File: src/rtl/avg_pkg.sv
// rtl/avg_pkg.sv - shared AVG opcodes, fetch state encoding and stack depth default
package avg_pkg;

  localparam logic [2:0] OP_VCTR = 3'b000;
  localparam logic [2:0] OP_HALT = 3'b001;
  localparam logic [2:0] OP_SVEC = 3'b010;
  localparam logic [2:0] OP_STAT = 3'b011;
  localparam logic [2:0] OP_CNTR = 3'b100;
  localparam logic [2:0] OP_JSR  = 3'b101;
  localparam logic [2:0] OP_RTS  = 3'b110;
  localparam logic [2:0] OP_JMP  = 3'b111;

  typedef enum logic [1:0] {
    IDLE,
    FETCH,
    PRESENT
  } fetch_state_t;

  localparam int DEF_STACK_DEPTH = 4;

endpackage

File: src/rtl/avg_ret_stack.sv
// rtl/avg_ret_stack.sv - circular JSR return stack with wrap and overflow/underflow flags
module avg_ret_stack
  import avg_pkg::*;
#(
  parameter int DEPTH  = DEF_STACK_DEPTH,
  parameter int ADDR_W = 16
) (
  input  logic              clk,
  input  logic              rst_n,
  input  logic              clr,
  input  logic              push,
  input  logic              pop,
  input  logic [ADDR_W-1:0] push_data,
  output logic [ADDR_W-1:0] pop_data,
  output logic              overflow,
  output logic              underflow
);

  localparam int SP_W = $clog2(DEPTH);
  localparam logic [SP_W:0] FULL = (SP_W + 1)'(DEPTH);

  logic [ADDR_W-1:0] entries [DEPTH];
  logic [SP_W-1:0]   sp;
  logic [SP_W-1:0]   sp_dec;
  logic [SP_W:0]     cnt;

  // cnt tracks occupancy so a full wrap is told apart from an empty stack
  assign sp_dec    = sp - SP_W'(1);
  assign pop_data  = entries[sp_dec];
  assign overflow  = push && !clr && (cnt == FULL);
  assign underflow = pop && !clr && (cnt == '0);

  always_ff @(posedge clk) begin
    if (push && !clr) begin
      entries[sp] <= push_data;
    end
  end

  always_ff @(posedge clk or negedge rst_n) begin
    if (!rst_n) begin
      sp  <= '0;
      cnt <= '0;
    end else if (clr) begin
      sp  <= '0;
      cnt <= '0;
    end else if (push) begin
      sp <= sp + SP_W'(1);
      if (cnt != FULL) begin
        cnt <= cnt + (SP_W + 1)'(1);
      end
    end else if (pop) begin
      sp <= sp_dec;
      if (cnt != '0) begin
        cnt <= cnt - (SP_W + 1)'(1);
      end
    end
  end

endmodule

File: src/rtl/avg_fetch.sv
// rtl/avg_fetch.sv - AVG instruction fetch: byte reads, word assembly, PC and return stack
// Define AVG_SHORT_FETCH_EN to end non-VCTR fetches after two bytes.
module avg_fetch
  import avg_pkg::*;
#(
  parameter int STACK_DEPTH = DEF_STACK_DEPTH,
  parameter int ADDR_W      = 16
) (
  input  logic              clk,
  input  logic              rst_n,
  input  logic              go,
  input  logic              vg_reset,
  output logic              halted,
  output logic              mem_rd,
  output logic [ADDR_W-1:0] mem_addr,
  input  logic [7:0]        mem_data,
  output logic [31:0]       inst,
  output logic              inst_valid,
  input  logic              inst_ready,
  input  logic [2:0]        dec_pc_offset,
  input  logic              dec_halt,
  input  logic              dec_jmp,
  input  logic              dec_jsr,
  input  logic              dec_ret,
  input  logic [15:0]       dec_jump_addr,
  output logic              stack_err
);

  fetch_state_t      state;
  logic [ADDR_W-1:0] pc;
  logic [2:0]        rd_cnt;
  logic [1:0]        cap_cnt;
  logic              rd_q;

  logic              accept;
  logic              do_push;
  logic              do_pop;
  logic              stk_clr;
  logic              stk_over;
  logic              stk_under;
  logic [ADDR_W-1:0] seq_pc;
  logic [ADDR_W-1:0] pop_addr;
  logic [ADDR_W-1:0] next_pc;

  assign accept  = (state == PRESENT) && inst_valid && inst_ready;
  assign seq_pc  = pc + ADDR_W'(dec_pc_offset);
  assign do_push = accept && !dec_halt && dec_jsr;
  assign do_pop  = accept && !dec_halt && !dec_jsr && !dec_jmp && dec_ret;
  assign stk_clr = vg_reset || ((state == IDLE) && go);

  always_comb begin
    next_pc = seq_pc;
    if (dec_jsr || dec_jmp) begin
      next_pc = ADDR_W'(dec_jump_addr);
    end else if (dec_ret) begin
      next_pc = pop_addr;
    end
  end

  avg_ret_stack #(
    .DEPTH (STACK_DEPTH),
    .ADDR_W(ADDR_W)
  ) u_ret_stack (
    .clk      (clk),
    .rst_n    (rst_n),
    .clr      (stk_clr),
    .push     (do_push),
    .pop      (do_pop),
    .push_data(seq_pc),
    .pop_data (pop_addr),
    .overflow (stk_over),
    .underflow(stk_under)
  );

  // rd_q marks the cycle where mem_data answers the previous cycle's mem_rd
  always_ff @(posedge clk or negedge rst_n) begin
    if (!rst_n) begin
      state      <= IDLE;
      pc         <= '0;
      halted     <= 1'b1;
      mem_rd     <= 1'b0;
      mem_addr   <= '0;
      inst       <= '0;
      inst_valid <= 1'b0;
      stack_err  <= 1'b0;
      rd_cnt     <= '0;
      cap_cnt    <= '0;
      rd_q       <= 1'b0;
    end else if (vg_reset) begin
      state      <= IDLE;
      pc         <= '0;
      halted     <= 1'b1;
      mem_rd     <= 1'b0;
      inst_valid <= 1'b0;
      rd_q       <= 1'b0;
    end else begin
      rd_q <= mem_rd;
      unique case (state)
        IDLE: begin
          if (go) begin
            state     <= FETCH;
            halted    <= 1'b0;
            pc        <= '0;
            stack_err <= 1'b0;
            mem_rd    <= 1'b1;
            mem_addr  <= '0;
            rd_cnt    <= 3'd1;
            cap_cnt   <= 2'd0;
          end
        end
        FETCH: begin
          if (rd_cnt != 3'd4) begin
            mem_rd   <= 1'b1;
            mem_addr <= mem_addr + ADDR_W'(1);
            rd_cnt   <= rd_cnt + 3'd1;
          end else begin
            mem_rd <= 1'b0;
          end
          if (rd_q) begin
            unique case (cap_cnt)
              2'd0: inst[31:24] <= mem_data;
              2'd1: inst[23:16] <= mem_data;
              2'd2: inst[15:8]  <= mem_data;
              2'd3: inst[7:0]   <= mem_data;
            endcase
            cap_cnt <= cap_cnt + 2'd1;
            if (cap_cnt == 2'd3) begin
              state      <= PRESENT;
              inst_valid <= 1'b1;
            end
`ifdef AVG_SHORT_FETCH_EN
            if ((cap_cnt == 2'd1) && (mem_data[7:5] != OP_VCTR)) begin
              state       <= PRESENT;
              inst_valid  <= 1'b1;
              mem_rd      <= 1'b0;
              inst[15:0]  <= 16'h0000;
            end
`endif
          end
        end
        PRESENT: begin
          if (accept) begin
            inst_valid <= 1'b0;
            if (dec_halt) begin
              state  <= IDLE;
              halted <= 1'b1;
            end else begin
              state    <= FETCH;
              pc       <= next_pc;
              mem_rd   <= 1'b1;
              mem_addr <= next_pc;
              rd_cnt   <= 3'd1;
              cap_cnt  <= 2'd0;
            end
          end
        end
        default: state <= IDLE;
      endcase
      if (stk_over || stk_under) begin
        stack_err <= 1'b1;
      end
    end
  end

endmodule
File: config.mk
export PLATFORM = sky130hd
export DESIGN_NAME = avg_fetch
export DESIGN_NICKNAME = d
export VERILOG_FILES = /design/src/rtl/avg_pkg.sv /design/src/rtl/avg_ret_stack.sv /design/src/rtl/avg_fetch.sv
export SDC_FILE = /design/constraint.sdc
export NUM_CORES = 1
export LEC_CHECK = 0
export ABC_AREA = 1
export ABC_CLOCK_PERIOD_IN_PS = 6700
export CORE_ASPECT_RATIO = 1.75
export CORE_MARGIN = 5
export CORE_UTILIZATION = 60
export CTS_BUF_LIST = sky130_fd_sc_hd__clkbuf_16
export DETAILED_ROUTE_END_ITERATION = 16
export PLACE_DENSITY_LB_ADDON = 0.3
export SETUP_SLACK_MARGIN = 0.5
export SLEW_MARGIN = 30
export SYNTH_ARGS = -nofsm -noshare
export SYNTH_HDL_FRONTEND = slang
export SYNTH_SLANG_ARGS = --single-unit
File: constraint.sdc
create_clock -name clk -period 6.7 [get_ports clk]
set_clock_uncertainty 0.05 [all_clocks]
set_input_delay 1.675 -clock clk [delete_from_list [all_inputs] [get_ports clk]]
set_output_delay 1.675 -clock clk [all_outputs]
set_load 0.01 [all_outputs]
==> results of run 1 <==
-- registers in the layout, indices dropped and copies added (netlist names), 2 cells and up --
signal               cells
cap_cnt                  2
inst                    32
mem_addr                16
pc                      16
rd_cnt                   3
state                    2
u_ret_stack.cnt          3
u_ret_stack.entries     64
u_ret_stack.sp           2
-- layout make-up --
cell class	instances	area [µm²]
clock buffers	17	425
clock inverters	15	158
fillers	875	3120
inverters	93	352
multi-input cells	586	2840
flip-flops and latches	145	3950
well taps	137	171
repair buffers	94	920
-- critical path, delay by kind of cell --
family / cells / cell delay, ns
and+or+nand+nor: 10 / 0.98
buffers and inverters: 3 / 0.62
adders and majority gates: 2 / 0.58
AOI/OAI and AO/OA: 1 / 0.27
-- cell families (layout without fill, tap and decap cells) --
logic type	Yosys count	after routing	share of synthesized area (%)
and+or+nand+nor	445	445	25.9
AOI/OAI and AO/OA	114	114	8.68
buffers and inverters	122	219	6.58
DFF	145	145	54.3
xor gates and xnor gates	6	6	0.723
adders and majority gates	21	21	3.82
-- synthesized netlist by cell type, drive strengths merged --
master  number
nor2        69
o211ai       5
inv         93
nand4        4
and2         9
nand3       91
nand2      264
ha          19
xor2         5
o21ai       69
or2          2
nor3         5
nand3b       1
buf         13
xnor2        1
o31ai        3
fa           2
dfrtp       80
o21bai       3
a21oi       16
clkbuf      16
o22ai       17
a31o         1
edfxtp      64
dfstp        1
-- worst paths after layout --
kind                                    from                end
setup / recovery            dec_pc_offset[0]        mem_addr[6]
hold / removal                       inst[4]            inst[4]
setup reg to reg           u_ret_stack.sp[0]       mem_addr[13]
hold reg to reg                      inst[4]            inst[4]
max in group asynchronous              rst_n  u_ret_stack.sp[0]
min in group asynchronous              rst_n           inst[13]
-- metal layers --
layer	track usage, %	up-vias
li1	-	2962
met1	28.5	2833
met2	48.4	239
met3	4.97	54
met4	12.6	0
met5	0	-
-- power by group through the flow --
stage	Combinational [mW]	Clock (mW)	Sequential [mW]
finish	0.983	0.929	1.20
CTS	0.991	0.935	1.20
detailed placement	0.981	0	1.21
floorplan	0.591	0	1.21
global placement	0.954	0	1.21
global route	1.10	0.978	1.22
-- metrics by stage --
stage / utilization, % / setup WS, ns / hold WS, ns
2_1_floorplan: - / 3.23 / 0.437
5_1_grt: 73.9 / 2.67 / 0.456
3_3_place_gp: 69.0 / 2.48 / 0.416
3_5_place_dp: 69.0 / 2.44 / 0.427
4_1_cts: 73.9 / 2.85 / 0.445
6_report: 73.9 / 2.84 / 0.439
==> metrics.md, run 1 <==
| Metric | Value |
|---|---|
| Vias post-DR | 6088 |
| Kind of critical path | in -> reg |
| Top routing layer in use | met4 |
| Worst vdd ir | 274 µV |
| Crit share post-route | 57.5% |
| Post-route minimum period | 3.86 ns |
| FP Rows | 53 |
| Sink Count | 145 |
| Final hold vios | 0 |
| R2R Setup Slk | 3.19 ns |
| DR WL met2 | 9730 µm |
| DR vias/cell | 5.60 |
| Drt first-iter violations | 427 |
| Worst R2R Path Depth | 15 |
| GR Util All Layers | 26.2% |
| Post-Layout Cell Count | 1087 |
| Initial antenna violation count | 0 |
| Root buf cell | clkbuf_16 |
| Synth area leader | dfrtp_1 |
| HPWL after DPL | 12700 µm |
| Fin. max-slew vios | 0 |
| Area Growth Syn to Fin | 21.3% |
| Final setup viols | 0 |
| Min-Delay Path Class | reg -> reg |
| Routability cong. | 0.890 |
| Port-buffer cells | 87 |
| Largest net degree at the start of global routing | 82 |
| CTS Buffer Depth | 2 |
| Die ar. | 14500 µm² |
| Post-Route WL | 18000 µm |
| Layout cells sized above 1 | 5.79% |
| Drt first pass iters | 6 |
| WL/cell | 16.5 µm |
| CTS tree | yes |
| Cell depth of the worst hold path | 2 |
| Post-synth top area share | 27.5% |
| TNS Setup | 0 ns |
| TritonCTS buffer count | 17 |
| Pint | 2.02 mW |
| Post-synthesis register bit count | 145 |
| Worst-Skew Late Latency | 0.42 ns |
| Die W | 93.2 µm |
| Cells after DPL | 1055 |
| Sequential element share of the synthesized area | 54.3% |
| Gr ovfl total | 0 |
| Largest stage delay, worst path | 0.49 ns |
| Yosys cell types | 36 |
| Syn Area/Cell | 8.52 µm² |
| CP Max Fanout | 5 |
| Power Total | 3.11 mW |
| RSZ-0062 raised after global routing | no |
| Slew @ Worst Pin | 0.734 ns |
| NetSw | 1.09 mW |
| Commonest non-fill, non-tap cell in the layout | nand2_1 |
| Synth warn | 0 |
| Final nets | 994 |
| Post-CTS resize count | 0 |
| Top-Level Pins | 88 |
| Slowest stage cell, crit path | clkdlybuf4s50_1 |
| Setup crit end kind | register |
| Worst path cell trace | clkdlybuf4s50_1, ha_1, inv_1, fa_1, inv_1, nand2_1, nand2_1, nand2_1, nor2_1, nand2_1, nand2_1, nor2_1, o21ai_0, nand2_1, nand2_1, nand2_1 |
| Synth area leaders | dfrtp_1 (28%), edfxtp_1 (26%), nand2_1 (14%) |
| First-pass GRT wire length | 29600 µm |
| P per Cell Area | 352 nW/µm² |
| Antenna Cells | 0 |
| Max cap viols | 0 |
| Slew headroom | 51.0% |
| Post-CTS Setup Bufs | 0 |
| ANT nets after route | 0 |
| Die height | 156 µm |
| Met1 wire length | 6570 µm |
| Worst-path clk slew | 0.06 ns |
| Critical Path AT | 4.11 ns |
| Clock power frac | 29.9% |
| Startpoint types | input pin |
| Required time of the critical path | 6.96 ns |
| Most frequent cells in the layout | nand2_1 (263), inv_1 (91), nand3_1 (90), clkdlybuf4s50_1 (85), dfrtp_1 (79) |
| Placed inst area | 8240 µm² |
| DR WL met3 | 983 µm |
| Vias in the first global route | 6159 |
| Post-Synthesis Cell Area | 7270 µm² |
| CP dominant cell by count | nand2_1 |
| Synth Instances | 853 |
| CTS Hold Bufs | 0 |
| Design area | 8820 µm² |
| Sequential power share | 38.5% |
| Switch share | 35.1% |
| Core ar. | 11900 µm² |
| H-Tree Depth | 4 |
| Outcome | complete, no violations |
| Logic pwr share | 31.6% |
| Leak | 3.96 nW |
| FMAX | 259 MHz |
| Starting Density | 60.9% |
| Syn nets | 910 |
| # DRC | 0 |
No activity file was read; power rests on OpenSTA's default activity.
==> run 2: changes to the inputs <==
--- a/config.mk
+++ b/config.mk
@@ -6,10 +6,10 @@
 export NUM_CORES = 1
 export LEC_CHECK = 0
 export ABC_AREA = 1
-export ABC_CLOCK_PERIOD_IN_PS = 6700
+export ABC_CLOCK_PERIOD_IN_PS = 3200
 export CORE_ASPECT_RATIO = 1.75
 export CORE_MARGIN = 5
-export CORE_UTILIZATION = 60
+export CORE_UTILIZATION = 51
 export CTS_BUF_LIST = sky130_fd_sc_hd__clkbuf_16
 export DETAILED_ROUTE_END_ITERATION = 16
 export PLACE_DENSITY_LB_ADDON = 0.3
==> constraint.sdc (replaced) <==
create_clock -name clk -period 3.2 [get_ports clk]
set_clock_uncertainty 0.05 [all_clocks]
set_input_delay 0.8 -clock clk [delete_from_list [all_inputs] [get_ports clk]]
set_output_delay 0.8 -clock clk [all_outputs]
set_load 0.01 [all_outputs]
==> run 2 against run 1 <==
Flip-flop and latch count did not move. Total power is 120% higher. Count of clock-buffer cells in the layout unchanged. Combinational power rose by 120%. Register-to-register slack lost 2.4 ns. Highest routed layer unchanged. Global-route usage shrank 3.2 points. First-iteration DRC count down 26%.
==> metrics.md, run 2 (synthesis results as in run 1) <==
| Metric | Value |
|---|---|
| Sequential power share | 36.4% |
| NetSw | 2.31 mW |
| Final setup viols | 0 |
| Switch share | 34.3% |
| Area Growth Syn to Fin | 24.9% |
| Flip-flop count of the largest register after layout | 64 |
| Worst R2R End | mem_addr[15] |
| Final nets | 1007 |
| Gr ovfl total | 0 |
| Layout cells sized above 1 | 8.41% |
| FMAX | 392 MHz |
| Vias post-DR | 5945 |
| Antenna Cells | 0 |
| Worst vdd ir | 511 µV |
| Slew headroom | 55.2% |
| Die ar. | 16800 µm² |
| FF+latch area | 3950 µm² |
| Area of the multi-input gates | 2870 µm² |
| Kind of critical path | in -> reg |
| Core ar. | 14000 µm² |
| Power Total | 6.75 mW |
| Slowest stage cell, crit path | clkdlybuf4s50_1 |
| CTS Hold Bufs | 0 |
| Commonest non-fill, non-tap cell in the layout | nand2_1 |
| Cells after DPL | 1107 |
| Outcome | complete, no violations |
| Worst path cell trace | clkdlybuf4s50_1, ha_2, inv_1, fa_2, inv_2, nand2_2, nand2_2, nand2_2, nor2_2, buf_6, nand3_1, and2_1 |
| WL/cell | 16.1 µm |
| FP Rows | 57 |
| R2R Setup Slk | 0.81 ns |
| GR Util All Layers | 23.0% |
| Worst-Skew Late Latency | 0.42 ns |
| Reg2reg start | state[0] |
| Core Util, Final | 64.9% |
| P per Cell Area | 743 nW/µm² |
| Sink Count | 145 |
| DR vias/cell | 5.21 |
| CTS tree | yes |
| CP dominant cell by count | nand2_2 |
| RSZ-0062 raised after global routing | yes |
| Startpoint types | input pin |
| Pre-CTS setup slack | 0.0949 ns |
| Largest net degree at the start of global routing | 52 |
| Post-Route WL | 18400 µm |
| Max cap viols | 0 |
| Pint | 4.43 mW |
| Largest stage delay, worst path | 0.46 ns |
| Vias in the first global route | 6133 |
| HPWL after DPL | 13400 µm |
| Worst-path clk slew | 0.06 ns |
| Routability cong. | 0.922 |
| Die height | 168 µm |
| Slew @ Worst Pin | 0.672 ns |
| Largest Register | u_ret_stack.entries |
| Setup crit end kind | register |
| Fillers | 1179 |
| Final worst slack | 0.650 ns |
| Drt first pass iters | 7 |
| Starting Density | 52.0% |
| Final hold vios | 0 |
| Logic pwr share | 32.2% |
| Post-Layout Cell Count | 1140 |
| Port-buffer cells | 87 |
| Post-route minimum period | 2.55 ns |
| CP Max Fanout | 4 |
| First-pass GRT wire length | 30300 µm |
| Leak | 4.06 nW |
| CTS Buffer Depth | 2 |
| Most frequent cells in the layout | nand2_1 (258), inv_1 (89), nand3_1 (89), clkdlybuf4s50_1 (86), dfrtp_1 (80) |
| H-Tree Depth | 4 |
| Top-Level Pins | 88 |
| TritonCTS buffer count | 17 |
| Critical Path AT | 2.67 ns |
| Required time of the critical path | 3.32 ns |
| Fin. max-slew vios | 0 |
| Largest registers | u_ret_stack.entries (64), inst (32) |
| Drt first-iter violations | 315 |
| Initial antenna violation count | 0 |
| Worst R2R Path Depth | 11 |
| Root buf cell | clkbuf_16 |
| # DRC | 0 |
| ANT nets after route | 0 |
| Die W | 100 µm |
| TNS Setup | 0 ns |
| Crit share post-route | 79.7% |
| Min-Delay Path Class | in -> async |
| Clock power frac | 31.4% |
## run 2: layout make-up
class	instances	area share (%)
clock buffer	17	4.69
clock inverter	15	2.25
inverter	93	3.91
multi-input combinational	586	31.7
sequential	145	43.5
tap	177	2.44
timing repair buffer	107	11.5
## run 2: routing by layer
metal | vias up | routed length (µm) | global-route usage (%)
li1 | 2986 | - | -
met1 | 2752 | 6600 | 23.6
met2 | 168 | 10200 | 42.5
met3 | 39 | 1020 | 6.09
met4 | 0 | 524 | 10.4
met5 | - | 0 | 0
## run 2: stage by stage
step	hold WS (ns)	cell area, µm²
finish	0.355	9080
CTS	0.377	9030
floorplan	0.437	7270
detailed placement	0.423	8400
global route	0.391	9080
global placement	0.415	8400
## run 2: worst max-delay path by stage
stage                           from                          to  slack [ns]
finish              dec_pc_offset[0]  u_ret_stack.entries[0][14]        0.65
detailed placement  dec_pc_offset[0]                 mem_addr[6]        0.09
CTS                 dec_pc_offset[0]                 mem_addr[6]        0.53
global route        dec_pc_offset[0]                 mem_addr[8]        0.50
global placement    dec_pc_offset[0]                mem_addr[10]        0.15
floorplan                   vg_reset   u_ret_stack.entries[0][0]        0.61
## run 2: worst max-delay path, delay by kind of cell
kind                       cells  cell delay [ns]
buffers and inverters          4             0.70
adders and majority gates      2             0.52
and+or+nand+nor                6             0.66
## run 2: what timing repair did
| action | in CTS | in global routing |
|---|---|---|
| resized for setup | 0 | 16 |
| endpoints found under the setup margin | 0 | 28 |
| buffers inserted | 0 | 1 |
## run 2: power groups by stage
stage	Clock (mW)	Combinational, mW	Sequential [mW]
2_1_floorplan	0	1.24	2.53
3_3_place_gp	0	2.12	2.48
3_5_place_dp	0	2.16	2.48
4_1_cts	2.13	2.18	2.45
5_1_grt	2.21	2.45	2.50
6_report	2.12	2.17	2.46
